$ cat config.mk
export PLATFORM = sky130hd
export DESIGN_NAME = fetch_mem_arbiter
export DESIGN_NICKNAME = d
export VERILOG_FILES = /design/src/rtl/fetch_mem_arbiter.sv
export SDC_FILE = /design/constraint.sdc
export NUM_CORES = 1
export LEC_CHECK = 0
export CAP_MARGIN = 20
export CORE_MARGIN = 2
export CORE_UTILIZATION = 41
export DETAILED_ROUTE_END_ITERATION = 8
export GPL_ROUTABILITY_DRIVEN = 0
export HOLD_SLACK_MARGIN = 0.06
export PLACE_DENSITY_LB_ADDON = 0.25
export SKIP_CTS_REPAIR_TIMING = 1
export SLEW_MARGIN = 20
export SYNTH_ARGS = -nofsm -noshare
export SYNTH_HDL_FRONTEND = slang
export SYNTH_SLANG_ARGS = --single-unit
$ cat constraint.sdc
create_clock -name clk -period 1.9 [get_ports clk]
set_input_delay 0.57 -clock clk [delete_from_list [all_inputs] [get_ports clk]]
set_output_delay 0.57 -clock clk [all_outputs]
set_load 0.1 [all_outputs]
$ cat src/rtl/fetch_mem_arbiter.sv
// Arbiter sharing one single-port memory between instruction fetch and the MEM stage.
// Optional macro ARB_FAIR_EN: alternate grants when both requesters are pending.
module fetch_mem_arbiter #(
   parameter int unsigned W     = 32,
   parameter int unsigned SEL_W = 4
) (
   input  logic             clk,
   input  logic             rst,
   input  logic             if_req,
   input  logic [W-1:0]     if_addr,
   input  logic             flush,
   output logic [W-1:0]     if_inst,
   output logic             if_done,
   input  logic             d_req,
   input  logic             d_we,
   input  logic [W-1:0]     d_addr,
   input  logic [W-1:0]     d_wdata,
   input  logic [SEL_W-1:0] d_sel,
   output logic [W-1:0]     d_rdata,
   output logic             d_done,
   output logic             stall_if,
   output logic             stall_d,
   output logic             m_ce,
   output logic             m_we,
   output logic [W-1:0]     m_addr,
   output logic [W-1:0]     m_wdata,
   output logic [SEL_W-1:0] m_sel,
   input  logic [W-1:0]     m_rdata,
   input  logic             m_ready
);

   typedef enum logic [1:0] {StIdle, StGntD, StGntI} state_e;

   state_e           state_q, state_d;
   logic             m_ce_q, m_ce_d;
   logic             m_we_q, m_we_d;
   logic [W-1:0]     m_addr_q, m_addr_d;
   logic [W-1:0]     m_wdata_q, m_wdata_d;
   logic [SEL_W-1:0] m_sel_q, m_sel_d;
   logic [W-1:0]     if_inst_q, if_inst_d;
   logic             if_done_q, if_done_d;
   logic [W-1:0]     d_rdata_q, d_rdata_d;
   logic             d_done_q, d_done_d;
   logic             drop_q, drop_d;
   logic             fetch_win, data_win;

`ifdef ARB_FAIR_EN
   logic last_was_d_q, last_was_d_d;

   // After a data grant the fetch gets the next contested slot.
   assign fetch_win = if_req & ~flush & (~d_req | last_was_d_q);
`else
   assign fetch_win = if_req & ~flush & ~d_req;
`endif
   assign data_win = d_req & ~fetch_win;

   always_comb begin
      state_d   = state_q;
      m_ce_d    = m_ce_q;
      m_we_d    = m_we_q;
      m_addr_d  = m_addr_q;
      m_wdata_d = m_wdata_q;
      m_sel_d   = m_sel_q;
      if_inst_d = if_inst_q;
      if_done_d = 1'b0;
      d_rdata_d = d_rdata_q;
      d_done_d  = 1'b0;
      drop_d    = drop_q;
`ifdef ARB_FAIR_EN
      last_was_d_d = last_was_d_q;
`endif
      unique case (state_q)
         StIdle: begin
            if (fetch_win) begin
               state_d  = StGntI;
               m_ce_d   = 1'b1;
               m_we_d   = 1'b0;
               m_addr_d = if_addr;
               m_sel_d  = '1;
`ifdef ARB_FAIR_EN
               last_was_d_d = 1'b0;
`endif
            end else if (data_win) begin
               state_d   = StGntD;
               m_ce_d    = 1'b1;
               m_we_d    = d_we;
               m_addr_d  = d_addr;
               m_wdata_d = d_wdata;
               m_sel_d   = d_sel;
`ifdef ARB_FAIR_EN
               last_was_d_d = 1'b1;
`endif
            end
         end
         StGntD: begin
            if (m_ready) begin
               d_rdata_d = m_rdata;
               d_done_d  = 1'b1;
               m_ce_d    = 1'b0;
               state_d   = StIdle;
            end
         end
         StGntI: begin
            if (flush) drop_d = 1'b1;
            if (m_ready) begin
               // A flush in the completing cycle also makes the word stale.
               if (!(drop_q || flush)) begin
                  if_inst_d = m_rdata;
                  if_done_d = 1'b1;
               end
               drop_d  = 1'b0;
               m_ce_d  = 1'b0;
               state_d = StIdle;
            end
         end
         default: state_d = StIdle;
      endcase
   end

   always_ff @(posedge clk) begin
      if (rst) begin
         state_q   <= StIdle;
         m_ce_q    <= 1'b0;
         m_we_q    <= 1'b0;
         m_addr_q  <= '0;
         m_wdata_q <= '0;
         m_sel_q   <= '0;
         if_inst_q <= '0;
         if_done_q <= 1'b0;
         d_rdata_q <= '0;
         d_done_q  <= 1'b0;
         drop_q    <= 1'b0;
`ifdef ARB_FAIR_EN
         last_was_d_q <= 1'b0;
`endif
      end else begin
         state_q   <= state_d;
         m_ce_q    <= m_ce_d;
         m_we_q    <= m_we_d;
         m_addr_q  <= m_addr_d;
         m_wdata_q <= m_wdata_d;
         m_sel_q   <= m_sel_d;
         if_inst_q <= if_inst_d;
         if_done_q <= if_done_d;
         d_rdata_q <= d_rdata_d;
         d_done_q  <= d_done_d;
         drop_q    <= drop_d;
`ifdef ARB_FAIR_EN
         last_was_d_q <= last_was_d_d;
`endif
      end
   end

   assign m_ce     = m_ce_q;
   assign m_we     = m_we_q;
   assign m_addr   = m_addr_q;
   assign m_wdata  = m_wdata_q;
   assign m_sel    = m_sel_q;
   assign if_inst  = if_inst_q;
   assign if_done  = if_done_q;
   assign d_rdata  = d_rdata_q;
   assign d_done   = d_done_q;
   assign stall_d  = d_req & ~d_done_q;
   assign stall_if = (if_req & ~if_done_q) | stall_d;

endmodule

==> metrics <==
layout cells sized above 1 0.277; Chip Width between 100 and 150 microns; num rows 43; clk buf depth 2; DRC 0; Post-Synth Simple-Gate Area 0.265; clk_lat worst skew slightly above 400 ps; post-route ant nets 0; Compound-Gate Fraction of Synth Area 0.179; CTS tree done; Tcrit/Tclk final 0.959; number of vias per cell around 5.1; final hold vios 0; post-route setup TNS 0 ps; placeable core area between 10000 and 15000 sq um; GRT Total Usage 0.259; library cells used by synthesis 35; FMAX ~550 MHz; Top FF cell, synth dfxtp_1; Root Buffer clkbuf_16; skew final between 6 and 7 ps; first-pass GRT wire length about 30000 microns; Hold Slack around 490 ps; Post-Syn Area between 5000 and 6000 sq um; H-tree depth 4; Slew Limit Fails 0; Worst Setup End Kind output pin; CP Data Required Time 1330 ps; slowest cell on the critical path dfxtp_1; largest net degree at the start of global routing 65; CTS Buf Count 17; Synth Instances 663; Syn-to-layout area delta 86.8%; RSZ-0062 raised after global routing no; Rel. slew slack 0.811; Seq/Total Area, Yosys 0.484; WL per Instance approximately 17 microns; Lkg Pwr slightly below 4 nW; Post-synth EDFFs 0; Mapped Nets roughly 810; top cells by area, synth dfxtp_1, nand2_1, a21oi_1; Initial Util 0.418; area share of the largest cell type after synthesis 0.484; sw frac 0.368; Worst-Margin Slew around 280 ps; initial DRC count 313; CP Class register to output pin; initial antenna violation count 0; ant diodes 0; Synth Area in Adders 0.00652; status finished clean; post-route cell area about 11000 sq um; Post-DP HPWL 13800 microns; post-synthesis xor/xnor area fraction 0; CTS Sinks around 140; pwr/cell area a little over 900 nW/um^2; min-delay worst type register to register; Max VDD drop 0.670 mV; crit path cell chain inv_1, a21o_4, buf_12; Sequential Power Share 0.335; drt pass-1 iters 5; clock share of power 0.321; Filler cells 895; PortBufs around 280; max-cap violation count 0; CP startpoint kind register; combinational cell fraction of total power 0.343; vias in the first global route 5814; mean post-synth cell area 8.68 sq um; nets 1063; Final setup viols 0; full die area around 15000 sq um; CP arrival between 1000 and 1500 ps; Async S/R FF share, synth 0; yosys warns 0; largest family of logic cells by synthesized area simple AND/OR/NAND/NOR gates; worst-path fanout max 2; Placed Area between 10000 and 15000 sq um; total wire length approximately 19000 microns; global route overflow 0; mux cell area share after synthesis 0.00174; vias post-DR ~5700; clock-pin slew on the worst setup and hold paths roughly 60 ps; Net Switching 0.00368 W; synthesis-stage register bit count 139; cell internal pwr about 0.0063 W; Die Ht around 120 microns; dominant cell type by area after synthesis dfxtp_1; crit path time final 1820 ps; Crit path largest cell delay 390 ps; total I/O pin count between 200 and 300
[path summary, 6_finish.rpt]
path | from | to | slack (ps) | cells after the start
worst max register to register | state_q[0] | m_wdata[6] | 210 | 6
worst min-delay path | m_sel[2] | m_sel[2] | 490 | 2
worst max-delay path | if_done | stall_if | 80 | 3
worst min register to register | m_sel[2] | m_sel[2] | 490 | 2
[cell type report]
cell class	count	area, sq um	area share
clock buffers	18	439	0.0409
clock inverters	14	138	0.0128
inverters	9	33.8	0.00314
multi-input cells	455	2630	0.244
flip-flops and latches	139	2780	0.259
well taps	180	225	0.0210
repair buffers	299	4500	0.419
[power groups by stage]
stage	sequential [W]	clock, W	combinational [W]
floorplan	0.00468	0	0.000748
global placement	0.00341	0	0.00341
detailed placement	0.00342	0	0.00344
CTS	0.00336	0.00327	0.00345
global route	0.00338	0.00338	0.00358
finish	0.00336	0.00321	0.00344
[placed cells by master, fill, tap and decap left out, drive strengths merged]
cell type and count:
o211a 1, a21o 1, and3 1, o21ai 7, and2 2, mux2i 1
clkdlybuf4s50 135, nand4bb 2, a211oi 4, nand2 194, nand3b 28, nor2b 3
nor3 61, nand2b 2, o221ai 27, clkinvlp 4, dlymetal6s2s 1, o22ai 5
nor4 3, buf 163, inv 14, a21oi 102, clkbuf 18, clkinv 4
nor2 6, bufinv 1, a31o 1, ha 3, dfxtp 139, and4bb 1
[cells by family after synthesis]
kind of cell / count (synthesis)
AO/OA/AOI/OAI: 148
adder cells (fa/ha/maj): 3
buffers and inverters: 69
flip-flops: 139
multiplexers: 1
AND/OR/NAND/NOR: 303
[worst max-delay path: cells and delay by family, from the launching register on]
family                 cells  cell delay (ps)
AO/OA/AOI/OAI              1              220
buffers and inverters      2              230
flip-flops                 1              390
[flip-flops by register name (all words and copies together) (netlist names)]
name and cells:
m_we 1, drop_q 1, d_rdata 32, if_done 1, m_sel 4, m_addr 32
d_done 1, if_inst 32, state_q 2, m_wdata 32, m_ce 1
[per-layer routing]
metal	up-vias	global-route usage	wire length, microns
li1	2787	-	-
met1	2626	0.286	7130
met2	215	0.437	9580
met3	34	0.107	1890
met4	0	0.110	515
met5	-	0	0
[cells in the mapped netlist, types with 2 or more instances]
| cell type | number |
|---|---|
| nor2_1 | 3 |
| nor3_2 | 25 |
| buf_6 | 5 |
| buf_4 | 6 |
| buf_2 | 31 |
| ha_1 | 3 |
| a211oi_1 | 4 |
| o221ai_1 | 2 |
| o21ai_1 | 3 |
| nor2b_1 | 3 |
| nand2_1 | 193 |
| o21ai_0 | 3 |
| nand2b_1 | 2 |
| inv_1 | 9 |
| nor4_2 | 3 |
| o22ai_1 | 5 |
| nor3_1 | 36 |
| dfxtp_1 | 139 |
| nand3b_1 | 28 |
| clkbuf_1 | 16 |
| o221ai_2 | 25 |
| nand4bb_1 | 2 |
| nor2_2 | 3 |
| a21oi_1 | 102 |
| and2_1 | 2 |
[metrics by stage]
stage	worst slack, ps	power (W)	instances	util
after global placement	-96.9	0.00682	1082	0.738
after global routing	14.8	0.0103	1114	0.780
after floorplan	-222	0.00543	663	-
final	78.5	0.0100	1114	0.780
after CTS	-101	0.0101	1114	0.780
after detailed placement	-99.3	0.00687	1082	0.738
No activity file was read; power rests on OpenSTA's default activity.
